--- src/rtl/io_map_pkg.sv ---
// Shared memory map for the data-side bus: MMIO constants and the read-source select type.
// Imported by io_bridge and by the LED block downstream of it.
package io_map_pkg;

  localparam logic [31:0] PERIPH_BASE = 32'hFFFF_F000;
  localparam logic [31:0] LED_ADDR    = 32'hFFFF_F060;
  localparam logic [31:0] SW_ADDR     = 32'hFFFF_F070;
  localparam logic [31:0] BTN_ADDR    = 32'hFFFF_F078;
  localparam logic [31:0] TIMER_ADDR  = 32'hFFFF_F020;

  typedef enum logic {
    SEL_DRAM   = 1'b0,
    SEL_PERIPH = 1'b1
  } sel_t;

  function automatic logic is_periph(input logic [31:0] addr);
    return addr[31:12] == PERIPH_BASE[31:12];
  endfunction

endpackage

--- src/rtl/io_sync2.sv ---
// Two-flop synchroniser for asynchronous input pins; width set by WIDTH.
module io_sync2 #(
  parameter int WIDTH = 1
) (
  input  logic             clk,
  input  logic             rst,
  input  logic [WIDTH-1:0] d,
  output logic [WIDTH-1:0] q
);

  logic [WIDTH-1:0] meta_q;

  always_ff @(posedge clk or posedge rst) begin
    if (rst) begin
      meta_q <= '0;
      q      <= '0;
    end else begin
      meta_q <= d;
      q      <= meta_q;
    end
  end

endmodule

--- src/rtl/io_bridge.sv ---
// Data-side bridge: CPU load/store port to DRAM, LED, switch and button registers.
// Optional free-running timer at TIMER_ADDR when IO_BRIDGE_TIMER_EN is defined.
module io_bridge
  import io_map_pkg::*;
#(
  parameter int unsigned TIMER_DIV = 100
) (
  input  logic        bridge_clk,
  input  logic        bridge_rst,
  input  logic [31:0] cpu_addr,
  input  logic        cpu_we,
  input  logic        cpu_re,
  input  logic [31:0] cpu_wdata,
  output logic [31:0] cpu_rdata,
  output logic [31:0] dram_addr,
  output logic        dram_we,
  output logic [31:0] dram_wdata,
  input  logic [31:0] dram_rdata,
  output logic [31:0] led_addr,
  output logic        led_we,
  output logic [31:0] led_raw_wdata,
  input  logic [15:0] sw_in,
  input  logic [4:0]  btn_in
);

  logic        periph_hit;
  logic [15:0] sw_sync;
  logic [4:0]  btn_sync;
  logic [31:0] timer_rd;
  logic [31:0] periph_rdata_d;
  logic [31:0] periph_rdata_q;
  sel_t        sel_q;

  // Loads are unconditionally registered every cycle, so the load strobe carries no extra information.
  logic unused_cpu_re;
  assign unused_cpu_re = cpu_re;

  assign periph_hit    = is_periph(cpu_addr);
  assign dram_addr     = cpu_addr;
  assign dram_wdata    = cpu_wdata;
  assign led_addr      = cpu_addr;
  assign led_raw_wdata = cpu_wdata;
  assign dram_we       = cpu_we & ~periph_hit;
  assign led_we        = cpu_we & (cpu_addr == LED_ADDR);

  io_sync2 #(.WIDTH(16)) u_sw_sync (
    .clk (bridge_clk),
    .rst (bridge_rst),
    .d   (sw_in),
    .q   (sw_sync)
  );

  io_sync2 #(.WIDTH(5)) u_btn_sync (
    .clk (bridge_clk),
    .rst (bridge_rst),
    .d   (btn_in),
    .q   (btn_sync)
  );

`ifdef IO_BRIDGE_TIMER_EN
  localparam int unsigned PRESC_W = (TIMER_DIV > 1) ? $clog2(TIMER_DIV) : 1;

  logic [PRESC_W-1:0] presc_q;
  logic [31:0]        timer_q;
  logic               presc_wrap;
  logic               timer_wr;

  assign presc_wrap = (presc_q == PRESC_W'(TIMER_DIV - 1));
  assign timer_wr   = cpu_we & (cpu_addr == TIMER_ADDR);

  // A CPU store takes priority over the prescaler tick in the same cycle.
  always_ff @(posedge bridge_clk or posedge bridge_rst) begin
    if (bridge_rst) begin
      presc_q <= '0;
      timer_q <= '0;
    end else if (timer_wr) begin
      presc_q <= '0;
      timer_q <= cpu_wdata;
    end else if (presc_wrap) begin
      presc_q <= '0;
      timer_q <= timer_q + 32'd1;
    end else begin
      presc_q <= presc_q + 1'b1;
    end
  end

  assign timer_rd = timer_q;
`else
  assign timer_rd = '0;
`endif

  always_comb begin
    periph_rdata_d = '0;
    case (cpu_addr)
      SW_ADDR:    periph_rdata_d = {16'b0, sw_sync};
      BTN_ADDR:   periph_rdata_d = {27'b0, btn_sync};
      TIMER_ADDR: periph_rdata_d = timer_rd;
      default:    periph_rdata_d = '0;
    endcase
  end

  // Read stage: source select and peripheral data line up with the BRAM's one-cycle latency.
  always_ff @(posedge bridge_clk or posedge bridge_rst) begin
    if (bridge_rst) begin
      sel_q          <= SEL_DRAM;
      periph_rdata_q <= '0;
    end else begin
      sel_q          <= periph_hit ? SEL_PERIPH : SEL_DRAM;
      periph_rdata_q <= periph_rdata_d;
    end
  end

  assign cpu_rdata = (sel_q == SEL_PERIPH) ? periph_rdata_q : dram_rdata;

endmodule
--- config.mk ---
export PLATFORM = sky130hd
export DESIGN_NAME = io_bridge
export DESIGN_NICKNAME = d
export VERILOG_FILES = /design/src/rtl/io_map_pkg.sv /design/src/rtl/io_sync2.sv /design/src/rtl/io_bridge.sv
export SDC_FILE = /design/constraint.sdc
export NUM_CORES = 1
export LEC_CHECK = 0
export BUFFER_PORTS_ARGS = -buffer_cell sky130_fd_sc_hd__buf_4
export CAP_MARGIN = 40
export CORE_MARGIN = 10
export CORE_UTILIZATION = 25
export CTS_CLUSTER_SIZE = 20
export DETAILED_ROUTE_END_ITERATION = 6
export PLACE_DENSITY = 0.6
export SYNTH_ARGS = -nofsm -noshare
export SYNTH_HDL_FRONTEND = slang
export SYNTH_HIERARCHICAL = 1
export SYNTH_SLANG_ARGS = --single-unit
--- constraint.sdc ---
create_clock -name bridge_clk -period 1.55 [get_ports bridge_clk]
set_input_delay 0.0775 -clock bridge_clk [delete_from_list [all_inputs] [get_ports bridge_clk]]
set_output_delay 0.0775 -clock bridge_clk [all_outputs]
set_load 0.03 [all_outputs]
; ---- After elaboration in Yosys (flattened, before gate mapping)
; Cells that the tools add are included.
[word_totals]
regBits = 75
latch_bits = 0
ram_bits = 0
romBits = 0
in_bits = 121
out_inout_bits = 162
word_cells = 16
memories = 0
[classes]
add_sub_neg = 0
n_mul = 0
div_mod_pow = 0
magnitude_cmp = 0
n_eq_ne = 4
shifts = 0
n_mux = 3
bitwise = 3
reduce_logical = 0
[ops]
columns = operator, n
row1 = equality test 32 bit (second input constant), 3
row2 = 2-to-1 mux 32 bit, 1
row3 = one-hot mux 16 bit (2 select lines), 1
row4 = equality test 20 bit (second input constant), 1
row5 = AND 1 bit, 2
row6 = 2-to-1 mux 1 bit, 1
row7 = inverter 1 bit, 1

; ---- Logic depth before layout (Yosys ltp)
; Gate-level depths: netlist (run 1).
[logic_depth]
word_depth = 3
ltp_mapped = 4
ltp_nobuf = 3

; ---- Modules after synthesis
; The synthesis (run 1) kept the hierarchy.
[modules_own_cells]
columns = module, n_inst, cells_per_inst, area_each_um2, seq_area_each_um2
row1 = io_bridge, 1, 240, 2088.3, 425.4
row2 = io_sync2 (u_sw_sync), 1, 33, 804.5, 800.8
row3 = io_sync2 (u_btn_sync), 1, 11, 254.0, 250.2

; ---- Worst setup path after synthesis (run 1)
; Ideal clock, no wire load.
[synth_timing]
path_kind = input port to output port
startpoint = input cpu_addr[9]
endpoint = output led_we
arrival_ps = 1335
setup_slack_ps = 138
path_stages = 3
n_path_buf = 0
path_cell_list = nor4_1 nand3_1 nor3_1
[synth_via]
elab_chain_cells = 2
[synth_lines]
columns = element, line
row1 = start: declaration, io_bridge.sv:10  ; input logic [31:0] cpu_addr,
row2 = equality test 32 bit, io_bridge.sv:44  ; assign led_we = cpu_we & (cpu_addr == LED_ADDR);
row3 = AND 1 bit, io_bridge.sv:44
row4 = end: declaration, io_bridge.sv:20  ; output logic led_we,
; No other way between the ends.

; ---- Final worst setup path (run 1)
[layout_timing]
startpoint = register sel_q
endpoint = output cpu_rdata[22]
[layout_via]
elab_chain_cells = 1
[layout_lines]
columns = element, line
row1 = start: declaration, io_bridge.sv:32  ; sel_t sel_q;
row2 = start signal: assignment, io_bridge.sv:108  ; sel_q <= periph_hit ? SEL_PERIPH : SEL_DRAM;
row3 = 2-to-1 mux 32 bit, io_bridge.sv:113  ; assign cpu_rdata = (sel_q == SEL_PERIPH) ? periph_rdata_q : dram_rdata;
row4 = end: declaration, io_bridge.sv:14  ; output logic [31:0] cpu_rdata,
; No other way between the ends.

==> metrics, run 1 <==
status=finished clean; row count=40; worst slew pin tran=around 660 ps; Synth cell types=21; fill cell count=~1.2k; power density over the cells=around 1100 mW/mm^2; Worst Path Required=about 1500 ps; Detail Route Antenna Nets=0; Initial Util=about a quarter; Max Slew Vio Count=0; Skew-Pair Late Insertion Delay=around 310 ps; die span in x=between 100 and 150 microns; Leakage=2.14 nW; flop and latch count out of synthesis=about 60; clk_skew=around 4.0 ps; Ys Warns=6; vias in the first global route=around 2.4k; final number of hold-violating endpoints=0; Total Routing Usage GR=between 10% and 20%; critical path fanouts, max=16; Post-DP HPWL=between 8000 and 9000 microns; Slew HR=55.7%; Layout area overhead=40.2%; Die Area=approximately 0.017 sq mm; Clock Sinks=between 50 and 60; DR vias=2130; Worst IR Drop VDD=approximately 0.75 mV; Ant. Diodes=0; syn_area_per_cell=between 10 and 15 sq um; Clock transition at path regs=roughly 50 ps; Clock Tree Buf Depth=2; DP Worst Slack=between 200 and 250 ps; Total Neg Setup Slack=0 ps; RSZ-0062 raised after global routing=false; CTS root buf=clkbuf_16; # IOs=around 280; Final Critical Period=approximately 1400 ps; Util after Layout=a little over a third; layout cells sized above 1=between 60% and 70%; GP Congestion=slightly below 0.8; hold crit path type=input port to flip-flop; Max Fclk=0.694 GHz; Gate Count Post-Synth=284; drt first pass iters=4; most frequent cells in the layout=buf_4, dfrtp_1, dlygate4sd3_1; CTS tree=done; CP endpoint kind=output port; initial antenna violation count=0; WHS=~120 ps; CORE AREA=0.0122 sq mm; # H-tree levels=3; Die Ht=about 130 microns; CP arrival=1360 ps; period utilization=93.0%; register area share after synthesis=46.9%; CP Launch Type=flip-flop; DRT iter0 DRCs=47; largest net degree at the start of global routing=33; Max-Cap Viols=0; CTS buffer count=9; Routed WL=9710 microns; total grt overflow=0; kind of critical path=flip-flop to output port; mapped cell area=around 0.0031 sq mm; Final nets=between 400 and 500; final setup fails=0; first-pass GRT wire length=~15000 microns; vias per cell=roughly 3.9; IO buf count=between 150 and 200; Power Total=0.00465 W; most common cell after layout, fill and taps aside=buf_4; drt wl/cell=approximately 18 microns; PnR worst setup slack=about 110 ps; Net Count, Synth=405; reg2reg setup slack=a little under 800 ps; Residual DRC=0
final cells by class:
cell class              count  area, sq um  share of cell area [%]
flip-flops and latches     59         1480                    33.5
multi-input cells          77          627                    14.2
well taps                 168          210                    4.76
clock buffers              11          243                    5.50
clock inverters             5          100                    2.27
repair buffers            216         1700                    38.6
inverters                  14         52.6                    1.19
report_power, final:
| group | total (W) | switching (W) | leakage, nW | internal [W] |
|---|---|---|---|---|
| Combinational | 0.000831 | 0.000457 | 1.24 | 0.000374 |
| Sequential | 0.00161 | 0.0000134 | 0.725 | 0.00160 |
| Clock | 0.00220 | 0.000601 | 0.169 | 0.00160 |
synthesized netlist by cell type:
library cell	count	area share, %
and4_1	5	1.4
o21a_1	1	0.24
nor3_1	2	0.32
nor2_1	1	0.12
and4b_1	1	0.32
nor2b_1	16	3.2
nand2_1	1	0.12
buf_2	3	0.48
nor4_1	1	0.20
nor3_2	10	3.2
nor4_4	1	0.68
nand4_1	2	0.40
dfrtp_1	59	47
a211oi_1	5	1.2
nor4bb_1	1	0.32
mux2_2	16	5.7
buf_4	129	31
nand3_1	13	2.1
nor4b_2	1	0.48
clkbuf_1	2	0.24
inv_1	14	1.7
worst paths after layout:
check	start	to	depth (start not counted)
setup / recovery	sel_q	cpu_rdata[22]	4
hold reg to reg	u_sw_sync/meta_q[6]	u_sw_sync/q[6]	0
setup reg to reg	u_sw_sync/q[1]	periph_rdata_q[1]	2
hold / removal	cpu_addr[2]	periph_rdata_q[2]	4
min in group asynchronous	bridge_rst	u_btn_sync/q[3]	3
max in group asynchronous	bridge_rst	sel_q	3
registers in the layout, summed over array words and instances, names as in the netlist:
name               cells
periph_rdata_q        16
sel_q                  1
u_btn_sync/meta_q      5
u_btn_sync/q           5
u_sw_sync/meta_q      16
u_sw_sync/q           16
kinds of logic after synthesis:
logic type / share of synthesized area [%]
AND/OR/NAND/NOR: 12.8
flip-flops: 46.9
multiplexers: 5.73
buffers and inverters: 33.2
AO/OA/AOI/OAI: 1.43
repair_timing:
action,4_1_cts,5_1_grt
endpoints found under the hold margin,80,0
hold buffers,22,0
setup buffers,2,0
endpoints found under the setup margin,15,0
gates resized for setup,1,0
metal layers:
| layer | wire length (microns) | part of all wire (%) | GRT usage (%) |
|---|---|---|---|
| met2 | 5490 | 57 | 20.3 |
| met5 | 0 | 0 | 1.17 |
| met1 | 3200 | 33 | 9.72 |
| met4 | 201 | 2.1 | 4.34 |
| met3 | 820 | 8.4 | 3.93 |
worst max-delay path: stages, from the launching register on:
cell and delay, ps:
dfrtp_2 420, buf_12 160, buf_12 140, nor2b_1 140
buf_4 190
per-stage QoR:
stage | instance area, sq um | std cells
CTS | 4410 | 550
finish | 4410 | 550
floorplan | 3150 | 284
global placement | 3830 | 510
global route | 4410 | 550
detailed placement | 3830 | 510
(Power assumes the default switching activity.)
==> run 2, diff against run 1 <==
Settings changed: GPL_ROUTABILITY_DRIVEN set to 0.
Clock period 1.55 ns to 1.4 ns, I/O delays scaled along.
==> metrics, run 2 (same netlist as run 1, synthesis figures left out) <==
status=finished with violations; failing checks=setup timing; DR vias=2145 (+0.70%); critical path fanouts, max=6 (-10); initial antenna violation count=0 (unchanged); row count=40 (unchanged); PnR worst setup slack=-116 ps (-225 ps); Sw Ratio=26.4% (+3.3 points); total grt overflow=0 (unchanged); CP Cell Sequence=buf_12 > buf_8 > mux2_2 > buf_6; CP arrival=1450 ps (+90 ps); # IOs=283 (unchanged); Clk pwr share=44.0% (-3.4 points); CP endpoint kind=output port; Routed WL=10100 microns (+3.5%); top flop regs=periph_rdata_q: 16 flops, u_sw_sync/meta_q: 16 flops, u_sw_sync/q: 16 flops; Total Neg Setup Slack=-2450 ps (-2450 ps); CP startpoint=sel_q; Sw Pwr=0.00130 W (+21%); final number of hold-violating endpoints=0 (unchanged); Residual DRC=0 (unchanged); drt wl/cell=18.0 microns (+2.0%); Power Total=0.00491 W (+5.7%); Detail Route Antenna Nets=0 (unchanged); CP max-delay cell=dfrtp_2; layout cells sized above 1=66.2% (+3.9 points); delay of the slowest critical-path stage=420 ps (about the same); DRT iter0 DRCs=44 (-6.4%); Leakage=2.25 nW (+5.4%); Final Critical Period=~1500 ps; Skew-Pair Late Insertion Delay=320 ps (about the same); Total Routing Usage GR=10.9% (+0.32 points); Initial Util=25.9% (unchanged); final setup fails=32 (+32); DP Worst Slack=17.8 ps (-201 ps); Clock transition at path regs=50 ps (about the same); vias per cell=3.84 (-0.74%); CORE AREA=0.0122 sq mm (unchanged); Max Fclk=between 0.6 and 0.7 GHz; Worst Path Required=1330 ps (-140 ps); Die Ht=132 microns (unchanged); Slew HR=57.5% (+1.8 points); IO buf count=185 (unchanged); kind of critical path=flip-flop to output port; worst slew pin tran=637 ps (-26.3 ps); RSZ-0062 raised after global routing=true; most frequent cells in the layout=buf_4, dfrtp_1, buf_6; Max Slew Vio Count=0 (unchanged); period utilization=108%; drt first pass iters=4 (unchanged); Final nets=506 (+1.6%); Ant. Diodes=0 (unchanged); CTS tree=done; hold crit path type=input port to flip-flop; sequential share of power=36.3% (+1.6 points); CTS root buf=clkbuf_16; CTS buffer count=9 (unchanged); die span in x=132 microns (unchanged); Max-Cap Viols=0 (unchanged); Die Area=0.0175 sq mm (unchanged); # H-tree levels=3 (unchanged); Layout area overhead=48.4%; largest net degree at the start of global routing=33 (unchanged); clk_skew=4.73 ps (+0.761 ps); most common cell after layout, fill and taps aside=buf_4; power density over the cells=1050 mW/mm^2 (-0.12%); Post-DP HPWL=8320 microns (-0.46%); vias in the first global route=2451 (+1.5%); worst r2r src=u_sw_sync/q[4]; worst hold start=cpu_addr[2]; Clock Tree Buf Depth=2 (unchanged); CP Launch Type=flip-flop; Worst IR Drop VDD=0.964 mV (+29%); Internal=0.00362 W (+1.2%); Clock Sinks=59 (unchanged); first-pass GRT wire length=14900 microns (+2.6%); Comb power frac=19.7% (+1.8 points)
==> run 2: cell count changes in the layout (fill, tap and decap cells not counted), moves of 4 or more <==
cell,previous run,this run
inv_6,0,4
buf_4,192,167
nor2b_4,0,7
buf_6,0,29
nor2b_1,16,5
nor2b_2,0,4
==> run 2: layout make-up <==
class	instances	area, sq um
Fill cell	1169	7490
Timing Repair Buffer	224	1930
Sequential cell	59	1480
Multi-Input combinational cell	77	693
Clock buffer	9	225
Tap cell	168	210
Clock inverter	7	80.1
Inverter	14	52.6
==> run 2: stage by stage <==
| stage | util [%] | hold slack (ps) | instance area, sq um | cells |
|---|---|---|---|---|
| floorplan | - | -89.8 | 3150 | 284 |
| global placement | 31.6 | 66.5 | 3840 | 513 |
| detailed placement | 31.6 | 76.5 | 3840 | 513 |
| CTS | 38.1 | 108 | 4630 | 558 |
| global route | 38.4 | 129 | 4670 | 558 |
| finish | 38.4 | 124 | 4670 | 558 |
==> run 2: layer usage <==
layer	GRT usage (%)	vias to the layer above	routed length, microns	part of all wire (%)
li1	-	992	-	-
met1	10.2	982	3360	33
met2	20.9	153	5650	56
met3	4.23	18	865	8.6
met4	3.67	0	173	1.7
met5	0.875	-	0	0
==> run 2: worst paths after layout <==
kind | endpoint | slack [ps] | cells after the start
setup / recovery | cpu_rdata[7] | -120 | 4
hold / removal | periph_rdata_q[3] | 120 | 4
setup reg to reg | periph_rdata_q[4] | 640 | 2
hold reg to reg | u_sw_sync/q[6] | 340 | 0
max in group asynchronous | sel_q | 530 | 3
min in group asynchronous | u_btn_sync/q[1] | 300 | 3
==> run 2: timing repair <==
item | CTS | global route
buffers inserted | 5 | 0
gates cloned | 2 | 0
setup endpoints to repair | 16 | 32
resized for setup | 37 | 11
hold buffers | 22 | 0
hold endpoints to repair | 80 | 0
==> run 2: critical path: cells and delay by family (launching register included) <==
family,cells,cell delay (ps)
buf+inv,3,410
flops,1,420
mux,1,290
==> run 2: power by group through the flow <==
stage	combinational, W	clock, W	sequential [W]
finish	0.000967	0.00216	0.00178
global route	0.00103	0.00229	0.00179
CTS	0.000971	0.00222	0.00178
detailed placement	0.000886	0	0.00181
global placement	0.000877	0	0.00181
floorplan	0.000879	0	0.00181
==> run 3, diff against run 2 <==
Settings changed: SETUP_SLACK_MARGIN set to 0.05.
Clock period 1.4 ns to 1.65 ns, I/O delays scaled along.
==> metrics, run 3 (same netlist as run 1, synthesis figures left out) <==
CP endpoint kind=output port; Max-Cap Viols=0 (unchanged); Hold EP=periph_rdata_q[3]; worst hold start=cpu_addr[3]; Ant. Diodes=0 (unchanged); RR Endpoint=periph_rdata_q[0]; reg2reg setup slack=890 ps (+250 ps); vias per cell=3.84 (-0.22%); CP Cell Sequence=buf_12 > mux2_2 > buf_4; top flop regs=periph_rdata_q: 16 flops, u_sw_sync/meta_q: 16 flops, u_sw_sync/q: 16 flops; CTS root buf=clkbuf_16; drt wl/cell=17.5 microns (-2.6%); Final nets=496 (-2.0%); row count=40 (unchanged); initial antenna violation count=0 (unchanged); Initial Util=25.9% (unchanged); worst slew pin tran=644 ps (+6.67 ps); # H-tree levels=3 (unchanged); Detail Route Antenna Nets=0 (unchanged); Post-DP HPWL=8250 microns (-0.85%); Max Fclk=0.670 GHz; DR vias=2102 (-2.0%); Clock transition at path regs=50 ps (about the same); Die Area=0.0175 sq mm (unchanged); power density over the cells=908 mW/mm^2 (-14%); Total Routing Usage GR=10.5% (-0.44 points); CP Launch Type=flip-flop; CP arrival=1410 ps (-40 ps); delay of the slowest critical-path stage=380 ps (-40 ps); Skew-Pair Late Insertion Delay=320 ps (about the same); most common cell after layout, fill and taps aside=buf_4; Worst Path Required=1570 ps (+240 ps); first-pass GRT wire length=14400 microns (-3.4%); final setup fails=0 (-100%); layout cells sized above 1=62.4% (-3.8 points); hold crit path type=input port to flip-flop; CTS tree=done; Layout area overhead=37.3%; critical path fanouts, max=27 (+21); largest net degree at the start of global routing=33 (unchanged); worst r2r src=u_sw_sync/q[0]; Slew HR=57.0% (-0.45 points); CORE AREA=0.0122 sq mm (unchanged); vias in the first global route=2405 (-1.9%); CP max-delay cell=dfrtp_2; die span in x=132 microns (unchanged); IO buf count=185 (unchanged); kind of critical path=flip-flop to output port; Total Neg Setup Slack=0 ps (+2450 ps); WHS=118 ps (-6.35 ps); period utilization=between 90% and 100%; Clock Tree Buf Depth=2 (unchanged); most frequent cells in the layout=buf_4, dfrtp_1, dlygate4sd3_1; Hold Path Depth=4 (unchanged); worst r2r path cells=2 (unchanged); # IOs=283 (unchanged); Leakage=2.09 nW (-7.4%); Worst IR Drop VDD=0.861 mV (-11%); Non-Filler Instances=548 (-1.8%); Residual DRC=0 (unchanged); CTS buffer count=9 (unchanged); Die Ht=132 microns (unchanged); DP Cell Count=509 (-0.78%); status=finished clean; total grt overflow=0 (unchanged); DRT iter0 DRCs=52 (+18%); drt first pass iters=4 (unchanged); Routed WL=9610 microns (-4.4%); Final Critical Period=1490 ps; Clock Sinks=59 (unchanged); RSZ-0062 raised after global routing=false; final number of hold-violating endpoints=0 (unchanged); clk_skew=4.11 ps (-0.620 ps); Max Slew Vio Count=0 (unchanged)
run 3: cell types whose count changed in the layout (fill, tap and decap cells not counted), moves of 2 or more:
cell,delta
buf_6,-29
buf_4,+24
nor2b_1,+11
nor2b_4,-7
clkinv_4,+4
inv_6,-4
nor2b_2,-4
buf_12,-2
buf_16,-2
run 3: layout make-up:
type	instances	area, sq um
repair buffers	214	1670
clock buffers	9	225
multi-input cells	77	627
well taps	168	210
flip-flops and latches	59	1480
clock inverters	7	55.1
inverters	14	52.6
fillers	1205	7840
run 3: power by group:
| part | switching (W) | internal, W | leakage, nW |
|---|---|---|---|
| clock | 0.000612 | 0.00102 | 0.132 |
| sequential | 0.0000128 | 0.00150 | 0.725 |
| combinational | 0.000428 | 0.000351 | 1.23 |
run 3: critical path, delay by kind of cell, from the launching register on:
family                 cells  cell delay [ps]
flip-flops                 1              380
multiplexers               1              360
buffers and inverters      2              350
run 3: worst max-delay path by stage:
| stage | start | endpoint | slack [ps] | cells after the start |
|---|---|---|---|---|
| 3_5_place_dp | sel_q | cpu_rdata[7] | 310 | 3 |
| 6_report | sel_q | cpu_rdata[7] | 160 | 3 |
| 5_1_grt | sel_q | cpu_rdata[7] | 110 | 3 |
| 2_1_floorplan | cpu_addr[9] | led_we | 230 | 3 |
| 3_3_place_gp | cpu_addr[1] | periph_rdata_q[7] | 290 | 5 |
| 4_1_cts | sel_q | cpu_rdata[7] | 140 | 3 |
run 3: per-layer routing:
layer / share of wire, % / vias to the layer above / global-route usage, %
met1: 34 / 963 / 9.90
met2: 56 / 155 / 19.6
met3: 8.9 / 13 / 4.19
met4: 1.1 / 0 / 4.10
li1: - / 971 / -
met5: 0 / - / 1.17
run 3: timing repair:
action	4_1_cts	5_1_grt
hold buffers	22	0
endpoints found under the setup margin	11	0
resized for setup	1	0
setup buffers	1	0
endpoints found under the hold margin	80	0
run 3: metrics by stage:
step / total power, W / setup WS [ps] / utilization (%) / area (sq um)
after global routing: 0.00409 / 109 / 35.5 / 4320
after detailed placement: 0.00229 / 314 / 31.3 / 3810
after CTS: 0.00398 / 136 / 35.5 / 4320
after global placement: 0.00228 / 291 / 31.3 / 3810
after floorplan: 0.00228 / 228 / - / 3150
final: 0.00392 / 157 / 35.5 / 4320
